==> src/rtl/data_confreg_pkg.sv <==
// data_confreg_pkg: register offsets, window base and byte-lane merge helper for data_confreg.
// Build option: define CONFREG_TIMER_EN to include TIMER, TIMER_CMP and TIMER_STAT.
package data_confreg_pkg;
    localparam logic [15:0] BASE_HI_DEFAULT = 16'hbfaf;
    localparam logic [15:0] OFF_LED         = 16'h0000;
    localparam logic [15:0] OFF_SWITCH      = 16'h0004;
    localparam logic [15:0] OFF_TIMER       = 16'h0008;
    localparam logic [15:0] OFF_TIMER_CMP   = 16'h000c;
    localparam logic [15:0] OFF_TIMER_STAT  = 16'h0010;
    localparam logic [15:0] OFF_SCRATCH     = 16'h0014;
`ifdef CONFREG_TIMER_EN
    localparam bit TIMER_EN = 1'b1;
`else
    localparam bit TIMER_EN = 1'b0;
`endif
    function automatic logic [31:0] merge(input logic [31:0] old, input logic [31:0] wd,
                                          input logic [3:0] we);
        for (int i = 0; i < 4; i++) merge[8*i +: 8] = we[i] ? wd[8*i +: 8] : old[8*i +: 8];
    endfunction
endpackage

==> src/rtl/data_confreg_sync2.sv <==
// confreg_sync2: generic-width two-flop synchronizer.
// Ports: clk, reset (async, active-high), din (async input), dout (synchronized).
module confreg_sync2 #(
    parameter int W = 8
) (
    input  logic         clk,
    input  logic         reset,
    input  logic [W-1:0] din,
    output logic [W-1:0] dout
);
    logic [W-1:0] meta_q, sync_q;
    always_ff @(posedge clk or posedge reset) begin
        if (reset) begin
            meta_q <= '0;
            sync_q <= '0;
        end else begin
            meta_q <= din;
            sync_q <= meta_q;
        end
    end
    assign dout = sync_q;
endmodule

==> src/rtl/data_confreg.sv <==
// data_confreg: CPU data-port splitter between data RAM and a small config register window.
// Ports: clk, reset (async, active-high); cpu_en/we/addr/wdata/rdata CPU data port;
// ram_en/ram_we/ram_rdata data RAM side; led, switch, timer_irq board/timer signals.
// Build option: CONFREG_TIMER_EN adds the free-running timer, compare and status flag.
module data_confreg
    import data_confreg_pkg::*;
#(
    parameter logic [15:0] BASE_HI = BASE_HI_DEFAULT
) (
    input  logic        clk,
    input  logic        reset,
    input  logic        cpu_en,
    input  logic [3:0]  cpu_we,
    input  logic [31:0] cpu_addr,
    input  logic [31:0] cpu_wdata,
    output logic [31:0] cpu_rdata,
    output logic        ram_en,
    output logic [3:0]  ram_we,
    input  logic [31:0] ram_rdata,
    output logic [15:0] led,
    input  logic [7:0]  switch,
    output logic        timer_irq
);
    logic        hit, rd, wr;
    logic [15:0] off;
    logic [7:0]  sw_sync;
    logic [15:0] led_q, led_d;
    logic [31:0] scratch_q, scratch_d, rdata_q, rdata_d, rd_val, tmr_rd, led_m, scratch_m;
    logic        sel_q;

    assign hit    = cpu_en && cpu_addr[31:16] == BASE_HI;
    assign off    = cpu_addr[15:0];
    assign rd     = hit && cpu_we == 4'b0;
    assign wr     = hit && cpu_we != 4'b0;
    assign ram_en = cpu_en && !hit;
    assign ram_we = ram_en ? cpu_we : 4'b0;

    confreg_sync2 #(.W(8)) u_sync (.clk(clk), .reset(reset), .din(switch), .dout(sw_sync));

`ifdef CONFREG_TIMER_EN
    logic [31:0] timer_q, timer_d, cmp_q, cmp_d, timer_m, cmp_m;
    logic        stat_q, stat_d;
    always_comb begin
        timer_m = merge(timer_q, cpu_wdata, cpu_we);
        cmp_m   = merge(cmp_q, cpu_wdata, cpu_we);
        // a write to TIMER replaces that cycle's increment
        timer_d = (wr && off == OFF_TIMER) ? timer_m : timer_q + 32'd1;
        cmp_d   = (wr && off == OFF_TIMER_CMP) ? cmp_m : cmp_q;
        // match set has priority over a coincident write-1 clear
        stat_d  = (timer_q == cmp_q && cmp_q != 32'd0) ||
                  (stat_q && !(wr && off == OFF_TIMER_STAT && cpu_we[0] && cpu_wdata[0]));
        tmr_rd  = off == OFF_TIMER ? timer_q :
                  off == OFF_TIMER_CMP ? cmp_q :
                  off == OFF_TIMER_STAT ? {31'b0, stat_q} : 32'b0;
    end
    always_ff @(posedge clk or posedge reset) begin
        if (reset) begin
            timer_q <= '0;
            cmp_q   <= '0;
            stat_q  <= 1'b0;
        end else begin
            timer_q <= timer_d;
            cmp_q   <= cmp_d;
            stat_q  <= stat_d;
        end
    end
    assign timer_irq = stat_q;
`else
    assign tmr_rd    = 32'b0;
    assign timer_irq = 1'b0;
`endif

    always_comb begin
        led_m     = merge({16'b0, led_q}, cpu_wdata, cpu_we);
        scratch_m = merge(scratch_q, cpu_wdata, cpu_we);
        led_d     = (wr && off == OFF_LED) ? led_m[15:0] : led_q;
        scratch_d = (wr && off == OFF_SCRATCH) ? scratch_m : scratch_q;
        rd_val    = off == OFF_LED ? {16'b0, led_q} :
                    off == OFF_SWITCH ? {24'b0, sw_sync} :
                    off == OFF_SCRATCH ? scratch_q : tmr_rd;
        rdata_d   = rd ? rd_val : rdata_q;
    end

    always_ff @(posedge clk or posedge reset) begin
        if (reset) begin
            led_q     <= '0;
            scratch_q <= '0;
            rdata_q   <= '0;
            sel_q     <= 1'b0;
        end else begin
            led_q     <= led_d;
            scratch_q <= scratch_d;
            rdata_q   <= rdata_d;
            sel_q     <= hit;
        end
    end

    assign led       = led_q;
    assign cpu_rdata = sel_q ? rdata_q : ram_rdata;
endmodule

==> config.mk <==
export PLATFORM = sky130hd
export DESIGN_NAME = data_confreg
export DESIGN_NICKNAME = d
export VERILOG_FILES = /design/src/rtl/data_confreg_pkg.sv /design/src/rtl/data_confreg_sync2.sv /design/src/rtl/data_confreg.sv
export SDC_FILE = /design/constraint.sdc
export NUM_CORES = 1
export LEC_CHECK = 0
export CAP_MARGIN = 10
export CORE_AREA = 2 2 122 100
export CTS_CLUSTER_DIAMETER = 200
export CTS_CLUSTER_SIZE = 20
export DETAILED_ROUTE_END_ITERATION = 7
export DIE_AREA = 0 0 124 102
export PLACE_DENSITY = 0.76
export SYNTH_ARGS = -nofsm -noshare
export SYNTH_HDL_FRONTEND = slang
export SYNTH_HIERARCHICAL = 1
export SYNTH_SLANG_ARGS = --single-unit
==> constraint.sdc <==
create_clock -name clk -period 2.7 [get_ports clk]
set_input_delay 0.81 -clock clk [delete_from_list [all_inputs] [get_ports clk]]
set_output_delay 0.81 -clock clk [all_outputs]
set_load 0.02 [all_outputs]
== Yosys cells after proc, flatten, opt, wreduce, memory -nomap -nowiden ==
Cells that the tools add are included.

* Divide/modulo/power cells: 0
* Bitwise gates (word level): 0
* Multiplexer cells: 5
* Reductions and logical operators: 16
* Add/sub/neg operators: 0
* Magnitude comparators: 0
* Shift-type cells: 0
* $mul: 0
* Equal/unequal tests: 3

{| class="wikitable"
|+ Operator list
! kind !! number
|-
| 32-bit 2-to-1 mux || 4
|-
| 16-bit equality test, second input constant || 1
|-
| 16-bit by 3-bit equality test with 1-bit output, second input constant || 1
|-
| 16-bit by 5-bit equality test with 1-bit output, second input constant || 1
|-
| 16-bit logical NOT || 1
|-
| 2-bit AND reduction || 6
|-
| 1-bit logical AND || 6
|-
| 4-bit logical NOT || 1
|-
| 4-bit 2-to-1 mux || 1
|-
| 4-bit nonzero test || 1
|-
| 1-bit logical NOT || 1
|}

* Input bits: 111
* Memories kept: 0
* Bits in registers: 97
* Logic and storage cells: 34
* Output and inout bits: 54
* Latch bits: 0
* Bits in writable memories: 0
* Memory bits (read-only): 0

== Depth between registers and ports, before layout ==
Gate-level depths: netlist of the first run.

* Depth in word-level cells: 5
* Depth in mapped cells: 6

== Hierarchy ==
The synthesis of the first run kept the hierarchy.

{| class="wikitable"
|+ By module, submodules not included
! module !! cells each !! instances !! area each (um^2)
|-
| data_confreg || 306 || 1 || 4,194.0
|-
| confreg_sync2 || 17 || 1 || 404.1
|}

== Least setup slack after synthesis of the first run ==
No wires, ideal clock.

* Kind: input-to-output
* Start point: input port cpu_addr[30]
* End point: output port ram_en
* Slack: 0.020 ns
* Stages: 5
* Arrival time: 1.870 ns
* Data required time: 1.890 ns
* Cell sequence: nand4b_1 > or4_4 > buf_6 > nand2_1 > inv_1

* Longest elaborated chain between the ends: 4

{| class="wikitable"
|+ Ends and longest elaborated chain
! element !! line !! RTL
|-
| start: declaration || data_confreg.sv:14 || <nowiki>input logic [31:0] cpu_addr,</nowiki>
|-
| 16-bit equality test || data_confreg.sv:31 || <nowiki>assign hit = cpu_en && cpu_addr[31:16] == BASE_HI;</nowiki>
|-
| 1-bit logical AND || data_confreg.sv:31 ||
|-
| 1-bit logical NOT || data_confreg.sv:35 || <nowiki>assign ram_en = cpu_en && !hit;</nowiki>
|-
| 1-bit logical AND || data_confreg.sv:35 ||
|-
| end: declaration || data_confreg.sv:17 || <nowiki>output logic ram_en,</nowiki>
|}

Every way passes these cells.

== Worst setup path after layout of the first run ==
* Start point: input port cpu_addr[20]
* End point: output port ram_we[2]

* Longest elaborated chain between the ends: 5

{| class="wikitable"
|+ Ends and longest elaborated chain
! element !! line !! RTL
|-
| 16-bit equality test || data_confreg.sv:31 ||
|-
| 1-bit logical AND || data_confreg.sv:31 ||
|-
| 1-bit logical NOT || data_confreg.sv:35 ||
|-
| 1-bit logical AND || data_confreg.sv:35 ||
|-
| 4-bit 2-to-1 mux || data_confreg.sv:36 || <nowiki>assign ram_we = ram_en ? cpu_we : 4'b0;</nowiki>
|-
| end: declaration || data_confreg.sv:18 || <nowiki>output logic [3:0] ram_we,</nowiki>
|}

Every way passes these cells.

==> impl_metrics.toml, run 1 <==
[layout]
stdcell_area_sq_um = 7050
synthToLayoutAreaGrowth_pct = 53.4
drive_gt1_share_pct = 36.5
nets = 628
diodes = 0

[die]
fp-row-count = 35
fp.coreArea_sq_um = 11400
die_w_microns = 124
ios = 165
die_h_microns = 102
design.die.area_sq_um = 12600
start_util_pct = 40.4

[cts]
cts_sinks = 97
clkLatencyLatePin_ps = 330
cts_tree = "done"
cts-htree-levels = 3
clkTransAtPathRegs_ps = 60
cts_root_buffer = "clkbuf_16"
clockBufferDepth = 2
cts_hold_repair.buffers = 0
cts_made_buffers = 9

[timing]
slew_viol_final = 0
fmax_mhz = 357
finalClockSkew_ps = 4.87
fin_ws_ps = -98.1
timing.slew.headroom_pct = 58.3
hold_viol_final = 0
post-route-period-util_pct = 104
setup_viol = 5
layout_min_cycle_time_ps = 2800
rsz0062_at_grt = "yes"
tightest_slew_ps = 625
setup_tns_ps = -474

[worst_setup_path]
cp-startpoint = "cpu_addr[20]"
cp_top_family = "simple AND/OR/NAND/NOR gates"
slowest_stage = "or4_4"
crit_fanout = 5
critPathCaptureType = "primary output"
r2r-start = "led[6]"
startpoint_type = "input port"
cp.depth = 6
path_buf_inv = 2
reg2reg_depth = 4
cp_cell_sequence = "buf_6, nand4bb_1, or4_4, nand2_8, nor2_4, buf_6"
r2r_end = "rdata_q[6]"
ff2ff_setup_slack_ps = 1520
crit_end = "ram_we[2]"
cp_slowest_stage_delay_ps = 600
critPathArrivalTime_ps = 1990
cp.required_ps = 1890
critPathKind = "input port to primary output"
critPathMostFrequentCell = "buf_6"

[yosys]
syn-cell-area_sq_um = 4600
synthArstFlopShare_pct = 100
netlist.area_leader.share_pct = 52.8
syn-num-nets = 434
synth-xor-area-share_pct = 0
synthTopCellsByArea = "dfrtp_1 (53%), mux2_2 (18%), mux2_4 (10%)"
synth_flop_cell = "dfrtp_1"
seq_area_frac_synth_pct = 52.8
yosysTopAreaCell = "dfrtp_1"
yosys_warnings = 6
syn_inst = 323
synthDistinctLibCells = 29
synth_edf_count = 0
synth_top_family_by_area = "multiplexers"
synthSimpleGateAreaFrac_pct = 9.71
synth_mux_area_share_pct = 31.8
yosys_register_bits = 97
synth_common_cells = "dfrtp_1 (97), mux2_2 (73), mux2_4 (32), nor2_1 (23), and3_1 (16)"
yosys.cell_count.top_type = "dfrtp_1"
avgSynthCellArea_sq_um = 14.2
synth_adder_area_share_pct = 0
synth-compound-area-share_pct = 2.83

[detailed_routing]
wl_per_cell_microns = 17.4
ant_nets = 0
dr.pass1.iters = 4
routed_wl_microns = 11600
remaining_drc_errors = 0
drt_iter0_markers = 130
detail_route.vias_per_cell = 5.00
vias = 3337

[grt]
grt_max_degree = 82
grt_usage_pct = 19.0
grt_overflow = 0
grt_pass1_wl_microns = 18200
grt_antenna_before_repair = 0
grt_pass1_vias = 3639

[power_and_ir_drop]
swShare_pct = 20.7
internal_power_mw = 2.53
ir_drop_mv = 0.362
p_sw_mw = 0.661
combPwrFrac_pct = 11.7
seqPwrFrac_pct = 46.0
p_leak_nw = 3.42
power_per_cell_area_nw_per_um2 = 452
power_frac_clock_pct = 42.3

[status]
status = "finished with violations"
violations = "negative setup slack"

[place]
dp_slack_ps = -852
place_area_sq_um = 6650
gp_congestion = 0.751
port_buffers = 163
hpwl_microns = 8610

[min_path]
min_path_type = "flop to flop"

[job]
cap_violations = 0
## worst min-delay path by stage
| stage | start | to | slack [ps] | depth (start not counted) |
|---|---|---|---|---|
| final | u_sync/meta_q[3] | u_sync/dout[3] | 350 | 0 |
| after global routing | u_sync/meta_q[3] | u_sync/dout[3] | 350 | 0 |
| after CTS | u_sync/meta_q[3] | u_sync/dout[3] | 350 | 0 |
| after detailed placement | u_sync/meta_q[3] | u_sync/dout[3] | 340 | 0 |
| after global placement | u_sync/meta_q[6] | u_sync/dout[6] | 330 | 0 |
| after floorplan | u_sync/meta_q[0] | u_sync/dout[0] | 330 | 0 |
## kinds of logic after synthesis
kind of cell | count (synthesis)
other | 1
flip-flops | 97
AO/OA/AOI/OAI | 16
buffers and inverters | 26
multiplexers | 120
AND/OR/NAND/NOR | 63
## layout make-up
| cell class | instances | area (sq um) |
|---|---|---|
| fillers | 902 | 4330 |
| flip-flops and latches | 97 | 2430 |
| multi-input cells | 200 | 2130 |
| repair buffers | 201 | 1960 |
| clock buffers | 11 | 253 |
| well taps | 148 | 185 |
| clock inverters | 3 | 65.1 |
| inverters | 8 | 33.8 |
## power by group through the flow
stage / Clock (mW) / Sequential, mW / Combinational, mW
6_report: 1.35 / 1.47 / 0.372
5_1_grt: 1.45 / 1.47 / 0.400
4_1_cts: 1.39 / 1.47 / 0.371
3_5_place_dp: 0 / 1.50 / 0.392
3_3_place_gp: 0 / 1.49 / 0.386
2_1_floorplan: 0 / 1.49 / 0.128
## state kept, by name, indices dropped and copies added, names as in the netlist
name	flops
u_sync/dout	8
u_sync/meta_q	8
led	16
scratch_q	32
sel_q	1
rdata_q	32
## cells in the final DEF, fill, tap and decap left out, drive strengths merged, types with 2 or more instances in the layout
cell,count
mux2,112
dfrtp,97
clkdlybuf4s50,95
buf,46
dlygate4sd2,42
nor2,23
and3,16
clkbuf,14
dlymetal6s2s,11
a22oi,8
mux2i,8
a2bb2oi,8
nor4,7
inv,6
nand4,5
clkdlybuf4s15,4
or4,3
nand2,3
bufinv,2
clkinv,2
## metrics by stage
step	util, %	std cells	hold slack [ps]	power, mW
after CTS	61.1	666	349	3.23
after global placement	58.4	649	333	1.88
after detailed placement	58.4	649	336	1.89
after global routing	61.9	668	354	3.31
final	61.9	668	348	3.19
after floorplan	-	323	331	1.62
## layer usage
metal	wire, microns	global-route usage (%)
met5	0	0
met4	166	5.36
met3	708	5.52
met2	5910	33.3
met1	4830	23.0
## repair_timing
action	4_1_cts	5_1_grt
setup endpoints to repair	106	29
gates resized for setup	99	31
buffers inserted	4	2
pin swaps	11	12
No activity file was read; power rests on OpenSTA's default activity.
==> run 2: changes to the inputs <==
- REMOVE_ABC_BUFFERS: unset -> 1
==> impl_metrics.toml, run 2 (synthesis results as in run 1) <==
[worst_setup_path]
cp_top_family = "simple AND/OR/NAND/NOR gates"
critPathArrivalTime_ps = 1950
cp_slowest_stage_delay_ps = 540
critPathCaptureType = "primary output"
path_buf_inv = 2
critPathMostFrequentCell = "buf_6"
critPathKind = "input port to primary output"
slowest_stage = "or4_4"
cp_cell_sequence = "buf_6, nand4bb_1, or4_4, nand2_8, nor2_4, buf_6"
cp.required_ps = 1890
crit_fanout = 5
startpoint_type = "input port"

[detailed_routing]
routed_wl_microns = 11200
ant_nets = 0
dr.pass1.iters = 4
vias = 3279
drt_iter0_markers = 107
wl_per_cell_microns = 17.0
remaining_drc_errors = 0
detail_route.vias_per_cell = 4.97

[layout]
final_common_cell = "clkdlybuf4s50_1"
layout_common_cells = "clkdlybuf4s50_1 (110), dfrtp_1 (97), mux2_2 (73)"
stdcell_area_sq_um = 6890
nets = 618
diodes = 0
synthToLayoutAreaGrowth_pct = 49.9
stdcell_count = 660
drive_gt1_share_pct = 36.3
n_fill_cell = 953

[timing]
finalClockSkew_ps = 4.11
slew_viol_final = 0
rsz0062_at_grt = "yes"
post-route-period-util_pct = 102
setup_viol = 5
timing.slew.headroom_pct = 58.2
fmax_mhz = 362
fin_ws_ps = -60.9
setup_tns_ps = -265
layout_min_cycle_time_ps = 2760
hold_viol_final = 0
tightest_slew_ps = 627

[cts]
clkTransAtPathRegs_ps = 70
cts-htree-levels = 3
cts_root_buffer = "clkbuf_16"
cts_made_buffers = 9
clockBufferDepth = 2
cts_sinks = 97
cts_tree = "done"
clkLatencyLatePin_ps = 340

[place]
hpwl_microns = 8080
place_area_sq_um = 6600
dp.cells = 644
port_buffers = 163
gp_congestion = 0.717

[grt]
grt_usage_pct = 17.8
grt_antenna_before_repair = 0
grt_pass1_vias = 3451
grt_overflow = 0
grt_pass1_wl_microns = 17100
grt_max_degree = 82

[power_and_ir_drop]
p_leak_nw = 3.25
ir_drop_mv = 0.313
power_per_cell_area_nw_per_um2 = 468

[status]
status = "finished with violations"
violations = "negative setup slack"

[die]
die_h_microns = 102
fp-row-count = 35
die_w_microns = 124
ios = 165
fp.coreArea_sq_um = 11400
start_util_pct = 40.4
design.die.area_sq_um = 12600

[min_path]
min_path_type = "flop to flop"

[job]
cap_violations = 0
==> run 2: metal layers <==
layer	track usage, %	vias up	share of wire (%)
met4	4.41	0	1.1
met3	5.02	12	6.6
met2	30.0	111	49
li1	-	1537	-
met5	0	-	0
met1	22.8	1619	44
==> run 2: path summary, 6_finish.rpt <==
check / start / cells after the start / slack (ps) / endpoint
max in group asynchronous: reset / 2 / 1390 / u_sync/meta_q[4]
hold reg to reg: u_sync/meta_q[4] / 0 / 350 / u_sync/dout[4]
setup / recovery: cpu_addr[20] / 6 / -60 / ram_we[3]
setup reg to reg: led[4] / 4 / 1530 / rdata_q[4]
min in group asynchronous: reset / 2 / 910 / u_sync/meta_q[7]
hold / removal: u_sync/meta_q[4] / 0 / 350 / u_sync/dout[4]
==> run 2: report_power, final <==
| part | switching [mW] | leakage (nW) | total [mW] | internal (mW) |
|---|---|---|---|---|
| Combinational | 0.155 | 1.78 | 0.368 | 0.213 |
| Clock | 0.568 | 0.153 | 1.39 | 0.822 |
| Sequential | 0.00296 | 1.32 | 1.47 | 1.46 |
==> run 2: stage by stage <==
step | hold slack (ps) | worst slack [ps] | util (%) | power, mW
finish | 348 | -60.9 | 60.5 | 3.22
global route | 353 | -98.0 | 60.5 | 3.34
CTS | 350 | -30.4 | 60.1 | 3.25
detailed placement | 335 | -829 | 57.9 | 1.88
global placement | 332 | -725 | 57.9 | 1.88
floorplan | 331 | -753 | - | 1.62
==> run 2: repair_timing <==
action                                 4_1_cts  5_1_grt
hold buffers                                 0        0
pin swaps                                    8        7
resized for setup                          107       15
setup endpoints to repair                   79       10
setup buffers                                0        0
endpoints found under the hold margin        0        0
==> run 2: final cells by class <==
cell class	instances	area, sq um	share of cell area, %
Timing Repair Buffer	191	1820	26.4
Clock inverter	7	101	1.47
Tap cell	148	185	2.69
Clock buffer	9	225	3.27
Sequential cell	97	2430	35.2
Inverter	8	31.3	0.454
Multi-Input combinational cell	200	2100	30.5
==> run 2: worst register-to-register path: cells and delay by family, from the launching register on <==
family | cells | cell delay [ps]
DFF | 1 | 420
and+or+nand+nor | 1 | 60
muxes | 2 | 410
AOI/OAI and AO/OA | 1 | 180
==> run 3: changes to the inputs <==
--- a/config.mk
+++ b/config.mk
@@ -6,5 +6,5 @@
 export NUM_CORES = 1
 export LEC_CHECK = 0
-export CAP_MARGIN = 10
+export CAP_MARGIN = 40
 export CORE_AREA = 2 2 122 100
 export CTS_CLUSTER_DIAMETER = 200
==> constraint.sdc (replaced) <==
create_clock -name clk -period 2.7 [get_ports clk]
set_input_delay 0.81 -clock clk [delete_from_list [all_inputs] [get_ports clk]]
set_output_delay 0.81 -clock clk [all_outputs]
set_load 0.05 [all_outputs]
==> impl_metrics.toml, run 3 (synthesis results as in run 1) <==
[die]
die_w_microns = 124
start_util_pct = 40.4
die_h_microns = 102
ios = 165
fp-row-count = 35
design.die.area_sq_um = 12600
fp.coreArea_sq_um = 11400

[timing]
layout_min_cycle_time_ps = 2770
timing.slew.headroom_pct = 57.3
slew_viol_final = 0
post-route-period-util_pct = 103
tightest_slew_ps = 640
setup_viol = 5
finalClockSkew_ps = 5.90
fin_ws_ps = -70.9
fmax_mhz = 361
hold_viol_final = 0
rsz0062_at_grt = "yes"

[cts]
clkLatencyLatePin_ps = 340
clkTransAtPathRegs_ps = 70
cts_sinks = 97
cts_made_buffers = 9
clockBufferDepth = 2
cts_root_buffer = "clkbuf_16"
cts_tree = "done"
cts-htree-levels = 3

[worst_setup_path]
cp.required_ps = 1890
reg2reg_depth = 4
cp_cell_sequence = "buf_6, nand4b_1, or4_4, nand2_8, nor2_4, buf_8"
critPathCaptureType = "primary output"
critPathKind = "input port to primary output"
r2r_end = "rdata_q[5]"
ff2ff_setup_slack_ps = 1520
crit_fanout = 5
cp-startpoint = "cpu_addr[30]"
r2r-start = "led[5]"
critPathArrivalTime_ps = 1960
startpoint_type = "input port"
cp_slowest_stage_delay_ps = 570
slowest_stage = "or4_4"

[grt]
grt_antenna_before_repair = 0
grt_pass1_vias = 3422
met2_usage_pct = 30.8
grt_max_degree = 40
grt_usage_pct = 18.7
gr-usage-met1_pct = 24.6
grt-busiest-layer = "met2"
grt_overflow = 0
grtUsageMet3_pct = 5.52
grt_pass1_wl_microns = 17800

[status]
violations = "negative setup slack"
status = "finished with violations"

[detailed_routing]
drt_iter0_markers = 112
remaining_drc_errors = 0
detail_route.vias_per_cell = 4.98
ant_nets = 0
routed_wl_microns = 11400
wl_per_cell_microns = 17.4
vias = 3266
dr.pass1.iters = 4

[min_path]
min_path_type = "flop to flop"
hold_depth = 0
hp-start = "u_sync/meta_q[1]"
hold_end = "u_sync/dout[1]"

[layout]
drive_gt1_share_pct = 41.7
stdcell_count = 656
diodes = 0
synthToLayoutAreaGrowth_pct = 56.8
layout_common_cells = "clkdlybuf4s50_1 (110), dfrtp_1 (97), mux2_2 (73)"
nets = 614
final_common_cell = "clkdlybuf4s50_1"

[place]
dp_slack_ps = -481
dp.cells = 639
hpwl_microns = 8550
gp_congestion = 0.722
port_buffers = 163

[job]
cap_violations = 0

[power_and_ir_drop]
p_leak_nw = 3.37
ir_drop_mv = 0.343
power_per_cell_area_nw_per_um2 = 454
## run 3: changes by cell type in the layout (fill, tap and decap cells not counted), moves of 2 or more
cell | before | now
buf_12 | 5 | 37
dlygate4sd2_1 | 32 | 1
buf_2 | 9 | 2
clkbuf_2 | 2 | 7
buf_4 | 23 | 19
buf_6 | 7 | 4
buf_8 | 0 | 3
clkinv_2 | 1 | 3
inv_6 | 3 | 1
## run 3: worst max path at each step
stage                                to  slack, ps
final                         ram_we[2]        -70
after global routing          ram_we[2]        -90
after CTS                     ram_we[1]       -100
after detailed placement  scratch_q[13]       -480
after global placement     scratch_q[0]       -450
after floorplan              rdata_q[0]       -750
## run 3: report_power, final
part	switching [mW]	leakage, nW	total [mW]	internal, mW
Combinational	0.238	1.90	0.521	0.282
Clock	0.538	0.149	1.28	0.745
Sequential	0.00328	1.32	1.47	1.46
Total	0.780	3.37	3.27	2.49
## run 3: repair_timing
action / CTS / global route
cloned: 0 / 0
buffers inserted: 1 / 0
setup endpoints to repair: 22 / 23
hold endpoints to repair: 0 / 0
pin swaps: 9 / 9
gates resized for setup: 47 / 17
hold buffers: 0 / 0
## run 3: cell type report
cell class,instances,area [sq um]
fillers,873,4180
well taps,148,185
clock buffers,10,239
repair buffers,187,2170
multi-input cells,200,2090
flip-flops and latches,97,2430
clock inverters,6,65.1
inverters,8,31.3
## run 3: per-layer routing
metal  up-vias  wire length (microns)
met2       117                   5660
li1       1525                      -
met5         -                      0
met4         0                    106
met3         8                    779
met1      1616                   4890
## run 3: through the flow
stage	setup TNS [ps]	utilization (%)	power (mW)	hold WS [ps]	cell area, sq um
4_1_cts	-462	63.4	3.31	350	7220
2_1_floorplan	-40170	-	1.68	331	4500
3_3_place_gp	-28610	60.3	2.01	334	6870
5_1_grt	-438	63.3	3.39	357	7210
6_report	-328	63.3	3.27	349	7210
3_5_place_dp	-29730	60.3	2.02	336	6870
## run 3: worst max-delay path: cells and delay by family
kind | cells | cell delay, ps
simple gates | 4 | 920
buf+inv | 2 | 240
